===== src/rtl/pacman_pkg.sv =====
// Shared definitions for the tile RAM arbiter: FSM states, owner tags and
// the tile RAM address width.
package pacman_pkg;

    localparam int TILE_AW = 10;

    typedef enum logic [0:0] {
        ST_FILL = 1'b0,
        ST_RUN  = 1'b1
    } arb_state_e;

    typedef enum logic [1:0] {
        OWN_NONE = 2'd0,
        OWN_DISP = 2'd1,
        OWN_GAME = 2'd2
    } arb_owner_e;

    // Owner tag for a grant; game writes return no data so they tag NONE.
    function automatic arb_owner_e owner_of(input logic disp_gnt,
                                            input logic game_gnt,
                                            input logic game_we);
        arb_owner_e own;
        own = OWN_NONE;
        if (disp_gnt) begin
            own = OWN_DISP;
        end else if (game_gnt && !game_we) begin
            own = OWN_GAME;
        end else begin
            own = OWN_NONE;
        end
        return own;
    endfunction

endpackage


===== src/rtl/tile_ram_arbiter_starve_cnt.sv =====
// Saturating wait counter for a starved game request; o_hit is high once the
// count has reached LIMIT and stays high until the request is granted.
module arb_starve_cnt #(
    parameter int unsigned LIMIT = 64
) (
    input  logic clk,
    input  logic reset,
    input  logic i_inc,
    input  logic i_clr,
    output logic o_hit
);
    localparam int unsigned CW = $clog2(LIMIT + 1);

    logic [CW-1:0] r_cnt;

    assign o_hit = (r_cnt >= CW'(LIMIT));

    // Count waiting cycles, clear on grant, saturate at the limit.
    always_ff @(posedge clk or negedge reset) begin
        if (!reset) begin
            r_cnt <= {CW{1'b0}};
        end else if (i_clr) begin
            r_cnt <= {CW{1'b0}};
        end else if (i_inc && !o_hit) begin
            r_cnt <= r_cnt + {{(CW-1){1'b0}}, 1'b1};
        end else begin
            r_cnt <= r_cnt;
        end
    end

endmodule


===== src/rtl/tile_ram_arbiter.sv =====
// Tile RAM sequencer/arbiter: evaluator fill phase, then display-over-game
// priority on the single RAM port. Optional macro TILE_ARB_STARVE_EN lets a
// game request that has waited STARVE_LIMIT cycles steal one display slot.
module tile_ram_arbiter
    import pacman_pkg::*;
#(
    parameter int unsigned STARVE_LIMIT = 64,
    parameter int          AW           = TILE_AW
) (
    input  logic          clk,
    input  logic          reset,
    input  logic          level_start,
    input  logic          init_we,
    input  logic [AW-1:0] init_addr,
    input  logic [7:0]    init_wdata,
    input  logic          init_done,
    output logic          fill_busy,
    input  logic          disp_req,
    input  logic [AW-1:0] disp_addr,
    output logic          disp_miss,
    input  logic          game_req,
    input  logic          game_we,
    input  logic [AW-1:0] game_addr,
    input  logic [7:0]    game_wdata,
    output logic          game_gnt,
    output logic          game_rvalid,
    output logic [7:0]    rdata,
    output logic          disp_rvalid,
    output logic [AW-1:0] ram_addr,
    output logic [7:0]    ram_din,
    output logic          ram_we,
    input  logic [7:0]    ram_dout
);

    if (STARVE_LIMIT == 0) begin : g_bad_limit
        $error("STARVE_LIMIT must be at least 1");
    end

    arb_state_e    r_state, w_next_state;
    arb_owner_e    r_owner;
    logic [AW-1:0] r_last_addr;
    logic [AW-1:0] w_ram_addr;
    logic [7:0]    w_ram_din;
    logic          w_ram_we;
    logic          w_game_gnt;
    logic          w_disp_gnt;
    logic          w_disp_miss;
    logic          w_starve_win;

`ifdef TILE_ARB_STARVE_EN
    logic w_starve_hit;

    arb_starve_cnt #(
        .LIMIT (STARVE_LIMIT)
    ) u_starve_cnt (
        .clk   (clk),
        .reset (reset),
        .i_inc ((r_state == ST_RUN) && game_req && !w_game_gnt),
        .i_clr (w_game_gnt),
        .o_hit (w_starve_hit)
    );

    assign w_starve_win = w_starve_hit && game_req && (r_state == ST_RUN);
`else
    assign w_starve_win = 1'b0;
`endif

    // Next state and combinational arbitration of the single RAM port.
    always_comb begin
        w_next_state = r_state;
        w_ram_addr   = r_last_addr;
        w_ram_din    = 8'h00;
        w_ram_we     = 1'b0;
        w_game_gnt   = 1'b0;
        w_disp_gnt   = 1'b0;
        w_disp_miss  = 1'b0;
        case (r_state)
            ST_FILL: begin
                w_ram_addr  = init_addr;
                w_ram_din   = init_wdata;
                w_ram_we    = init_we;
                w_disp_miss = disp_req;
                if (init_done) begin
                    w_next_state = ST_RUN;
                end else begin
                    w_next_state = ST_FILL;
                end
            end
            ST_RUN: begin
                if (disp_req && !w_starve_win) begin
                    w_disp_gnt = 1'b1;
                    w_ram_addr = disp_addr;
                end else if (game_req) begin
                    w_game_gnt  = 1'b1;
                    w_ram_addr  = game_addr;
                    w_ram_din   = game_wdata;
                    w_ram_we    = game_we;
                    w_disp_miss = disp_req;
                end else begin
                    w_ram_addr = r_last_addr;
                end
            end
            default: begin
                w_next_state = ST_FILL;
            end
        endcase
        if (level_start) begin
            w_next_state = ST_FILL;
        end else begin
            w_next_state = w_next_state;
        end
    end

    // State, owner tag and held RAM address registers.
    always_ff @(posedge clk or negedge reset) begin
        if (!reset) begin
            r_state     <= ST_FILL;
            r_owner     <= OWN_NONE;
            r_last_addr <= {AW{1'b0}};
        end else begin
            r_state     <= w_next_state;
            r_owner     <= owner_of(w_disp_gnt, w_game_gnt, game_we);
            r_last_addr <= w_ram_addr;
        end
    end

    assign ram_addr    = w_ram_addr;
    assign ram_din     = w_ram_din;
    assign ram_we      = w_ram_we;
    assign game_gnt    = w_game_gnt;
    assign disp_miss   = w_disp_miss;
    assign fill_busy   = (r_state == ST_FILL);
    assign disp_rvalid = (r_owner == OWN_DISP);
    assign game_rvalid = (r_owner == OWN_GAME);
    assign rdata       = ram_dout;

endmodule


===== config.mk =====
export PLATFORM = sky130hd
export DESIGN_NAME = tile_ram_arbiter
export DESIGN_NICKNAME = d
export VERILOG_FILES = /design/src/rtl/pacman_pkg.sv /design/src/rtl/tile_ram_arbiter_starve_cnt.sv /design/src/rtl/tile_ram_arbiter.sv
export SDC_FILE = /design/constraint.sdc
export NUM_CORES = 1
export LEC_CHECK = 0
export CORE_MARGIN = 5
export CORE_UTILIZATION = 28
export CTS_CLUSTER_DIAMETER = 200
export DETAILED_ROUTE_END_ITERATION = 8
export PLACE_DENSITY = 0.81
export SLEW_MARGIN = 20
export SYNTH_ARGS = -nofsm -noshare
export SYNTH_HDL_FRONTEND = slang
export SYNTH_HIERARCHICAL = 1
export SYNTH_SLANG_ARGS = --single-unit

===== constraint.sdc =====
create_clock -name clk -period 1.6 [get_ports clk]
set_input_delay 0.16 -clock clk [delete_from_list [all_inputs] [get_ports clk]]
set_output_delay 0.16 -clock clk [all_outputs]
set_load 0.01 [all_outputs]

# Word-level counts from Yosys, hierarchy flattened

Index checks and enable logic that the tools add are counted.

Register bits after elaboration: 13
Input bits: 62
Output and inout bits: 32

Bitwise operators: 1
Muxes and demuxes: 20
Eq/ne operators: 2
Reductions and logical operators: 2

Operators by type and width:

| kind                 | count |
|---|---|
| $mux W10             | 2 |
| $pmux W10 S2         | 1 |
| $mux W8              | 2 |
| $pmux W8 S2          | 1 |
| $mux W1              | 10 |
| $mux W2              | 2 |
| $pmux W1 S2          | 2 |
| $eq A2 B1 Y1 const B | 1 |
| $eq A2 B2 Y1 const B | 1 |
| $logic_and A1 B1 Y1  | 1 |
| $logic_not A1 Y1     | 1 |
| $not A1 Y1           | 1 |

# Logic depth before layout (Yosys ltp)

Word-level depth: 6
Depth in mapped cells: 4

# Least setup slack after synthesis

Ideal clock, no wire load.

Path type: register -> output
From: register r_state
To: output ram_addr[0]
Arrival time: 1113 ps
Path slack: 327 ps
Cell stages (with the launch flop): 4
Buffers on the path: 1
Path through: dfrtp_1 > and2_1 > buf_2 > a221o_1

Word-level cells in the longest chain between the ends: 2

RTL lines:

| element                  | line                    | RTL |
|---|---|---|
| start: declaration       | tile_ram_arbiter.sv:39  | `arb_state_e r_state, w_next_state;` |
| start signal: assignment | tile_ram_arbiter.sv:121 | `r_state <= w_next_state;` |
| $not A1 Y1               | -                       |  |
| $pmux W10 S2 *           | tile_ram_arbiter.sv:77  | `case (r_state)` |
| end: declaration         | tile_ram_arbiter.sv:29  | `output logic [AW-1:0] ram_addr,` |

Mark *: on every way between the ends. The rest lies on a longest branch, timed or not.

# Worst setup path after layout

From: register r_state
To: output ram_din[4]

Word-level cells in the longest chain between the ends: 2

RTL lines:

| element          | line                   | RTL |
|---|---|---|
| $not A1 Y1       | -                      |  |
| $pmux W8 S2 *    | tile_ram_arbiter.sv:77 |  |
| end: declaration | tile_ram_arbiter.sv:30 | `output logic [7:0] ram_din,` |

Marked as above.

==> run metrics <==
Crit path largest cell delay 0.42 ns; met1 WL 1150 um; critical path peak fanout 4; Syn Area/Cell 11.4 um2; FF-to-FF path depth 4; kind of critical path reg -> out; initial DRC count 22; sum of negative setup slack -1.02 ns; Wirelength per Cell 17.8 um; status complete, but fails checks; Worst Skew 0.00431 ns; Clock Sinks 13; number of synthesized register bits 13; RSZ-0062 raised after global routing yes; total congestion overflow 0; Final Non-Filler Cells 194; CP max-delay cell dfrtp_1; met2 routed WL 2050 um; Avg Vias per Cell 4.84; H-tree levels 1; largest net degree at the start of global routing 14; Ports 94; post-synthesis instance total 76; relative slew slack 60.8%; Worst-Margin Slew 0.586 ns; Register Area 325 um2; initial antenna violation count 0; clock buffer depth 2; Worst Hold Class in -> async; Synth Net Count 138; first-pass GRT wire length 5260 um; Hold Vio Cnt, Final 0; maximum clock frequency 590 MHz; Starting Density 28.9%; Vias 938; core area 0.00300 mm2; top sig layer met4; register area share after synthesis 37.5%; Ys Warns 6; Top delay family on crit path buffers and inverters; fillers 294; PD cells 589 mW/mm2; RePlAce Congestion 0.666; FP Rows 20; chip height 65.7 um; Worst Setup End Kind primary output; final slew viol count 0; mapped cell area 867 um2; vias in the first global route 1042; Clock Latency Late Sink 0.27 ns; nets 224; Num CTS Buffers 3; ratio of cells with drive above 1 in the final layout 34.2%; Worst EP required 1.44 ns; ant diodes 0; failing checks setup timing; critical-path cell list buf_6 > and3b_2 > buf_4 > a22o_1 > buf_2; dpl cells 178; static leakage 0.788 nW; DRC viols 0; Worst EP arrival 1.53 ns; IO buf count 77; CP startpoint kind register; worst r2r dst r_last_addr[7]; overall routing resource usage 16.2%; Tcrit/Tclk final 106%; area of the multi-input gates 478 um2; root buffer cell clkbuf_4; worst path bufs/invs 3; fin crit period 1.69 ns; R2R Path Start r_state; hold_buf cts 0; clock slew at reported path FFs 0.09 ns; r2r setup slk 0.29 ns; Die Span X 65.7 um; Detail Route met3 WL 214 um; Die ar. 0.00431 mm2; distinct cell type count after synthesis 15; post-DP HPWL 2720 um; DRT Pass-1 Iters 4; aggregate routed wire length 3450 um; P&R area growth vs syn 94.9%; Final setup viols 16; CTS tree done; Worst IR Drop VDD 0.299 mV; post-route ant nets 0; max-cap check violation count 0; post-route setup slack -0.0940 ns
[how the worst max path moves through the flow]
stage | startpoint | to | slack [ns] | cells past startpoint
4_1_cts | r_state | ram_din[6] | -0.10 | 5
2_1_floorplan | r_state | ram_addr[0] | 0.33 | 3
3_3_place_gp | disp_req | ram_addr[4] | -0.61 | 4
5_1_grt | r_state | ram_din[6] | -0.15 | 5
3_5_place_dp | disp_req | ram_addr[4] | -0.65 | 4
6_report | r_state | ram_din[4] | -0.09 | 5
[what timing repair did]
action / in CTS / in global routing
endpoints found under the setup margin: 22 / 20
gates resized for setup: 89 / 9
setup buffers: 7 / 3
gates cloned: 3 / 0
hold endpoints to repair: 0 / 0
pin swaps: 10 / 2
[flip-flops by register name, indices dropped and copies added (netlist names)]
signal / flops
r_last_addr: 10
r_state: 1
r_owner: 2
[cells in the final DEF, fill, tap and decap left out, drive strengths merged, types with 4 or more instances in the layout]
master,instances
a22o,9
a221o,9
nor2b,15
dfrtp,13
dlygate4sd2,4
mux2,10
clkbuf,6
buf,33
clkdlybuf4s50,53
[power by group]
part           internal (W)  switching, W  total [W]
sequential         0.000357    0.00000996   0.000367
combinational      0.000268      0.000151   0.000419
clock             0.0000966      0.000113   0.000209
total              0.000722      0.000274   0.000995
[cell families (layout without fill, tap and decap cells)]
| logic type | count (synthesis) | count (layout) | synth area share [%] |
|---|---|---|---|
| compound gates | 19 | 19 | 20.5 |
| buf+inv | 14 | 97 | 11.3 |
| flops | 13 | 13 | 37.5 |
| mux | 10 | 10 | 16.5 |
| simple gates | 20 | 22 | 14.3 |
[through the flow]
stage          power (W)  util, %  hold slack, ns  setup slack (ns)  instance area, um2
2_1_floorplan   0.000553        -          -0.136             0.327                 867
3_3_place_gp    0.000790     54.0           0.320            -0.608                1620
3_5_place_dp    0.000803     54.0           0.320            -0.653                1620
4_1_cts          0.00100     55.7           0.274            -0.101                1670
5_1_grt          0.00105     56.3           0.301            -0.151                1690
6_report        0.000995     56.3           0.250           -0.0940                1690
[synthesized netlist by cell type (all sizes together)]
library cell  instances  share of area [%]
a221o                 9                 10
nor2                  2               0.87
and2                  1               0.72
and3                  1               0.72
mux2                 10                 16
buf                  13                 11
inv                   1               0.43
a22o                  9                9.1
a211o                 1                1.0
dfrtp                13                 38
and3b                 1                1.2
nor2b                15                 11
[metal layers]
metal  vias up  GRT usage [%]
met5         -              0
met4         0           4.15
met3         2           3.93
met2        37           32.3
met1       451           16.2
li1        448              -
[final cells by class]
class                   instances  share of cell area, %
flip-flops and latches         13                   19.2
clock buffers                   4                   1.55
repair buffers                 92                   48.0
inverters                       1                  0.518
well taps                      33                   2.44
multi-input cells              51                   28.3
(Power assumes the default switching activity.)
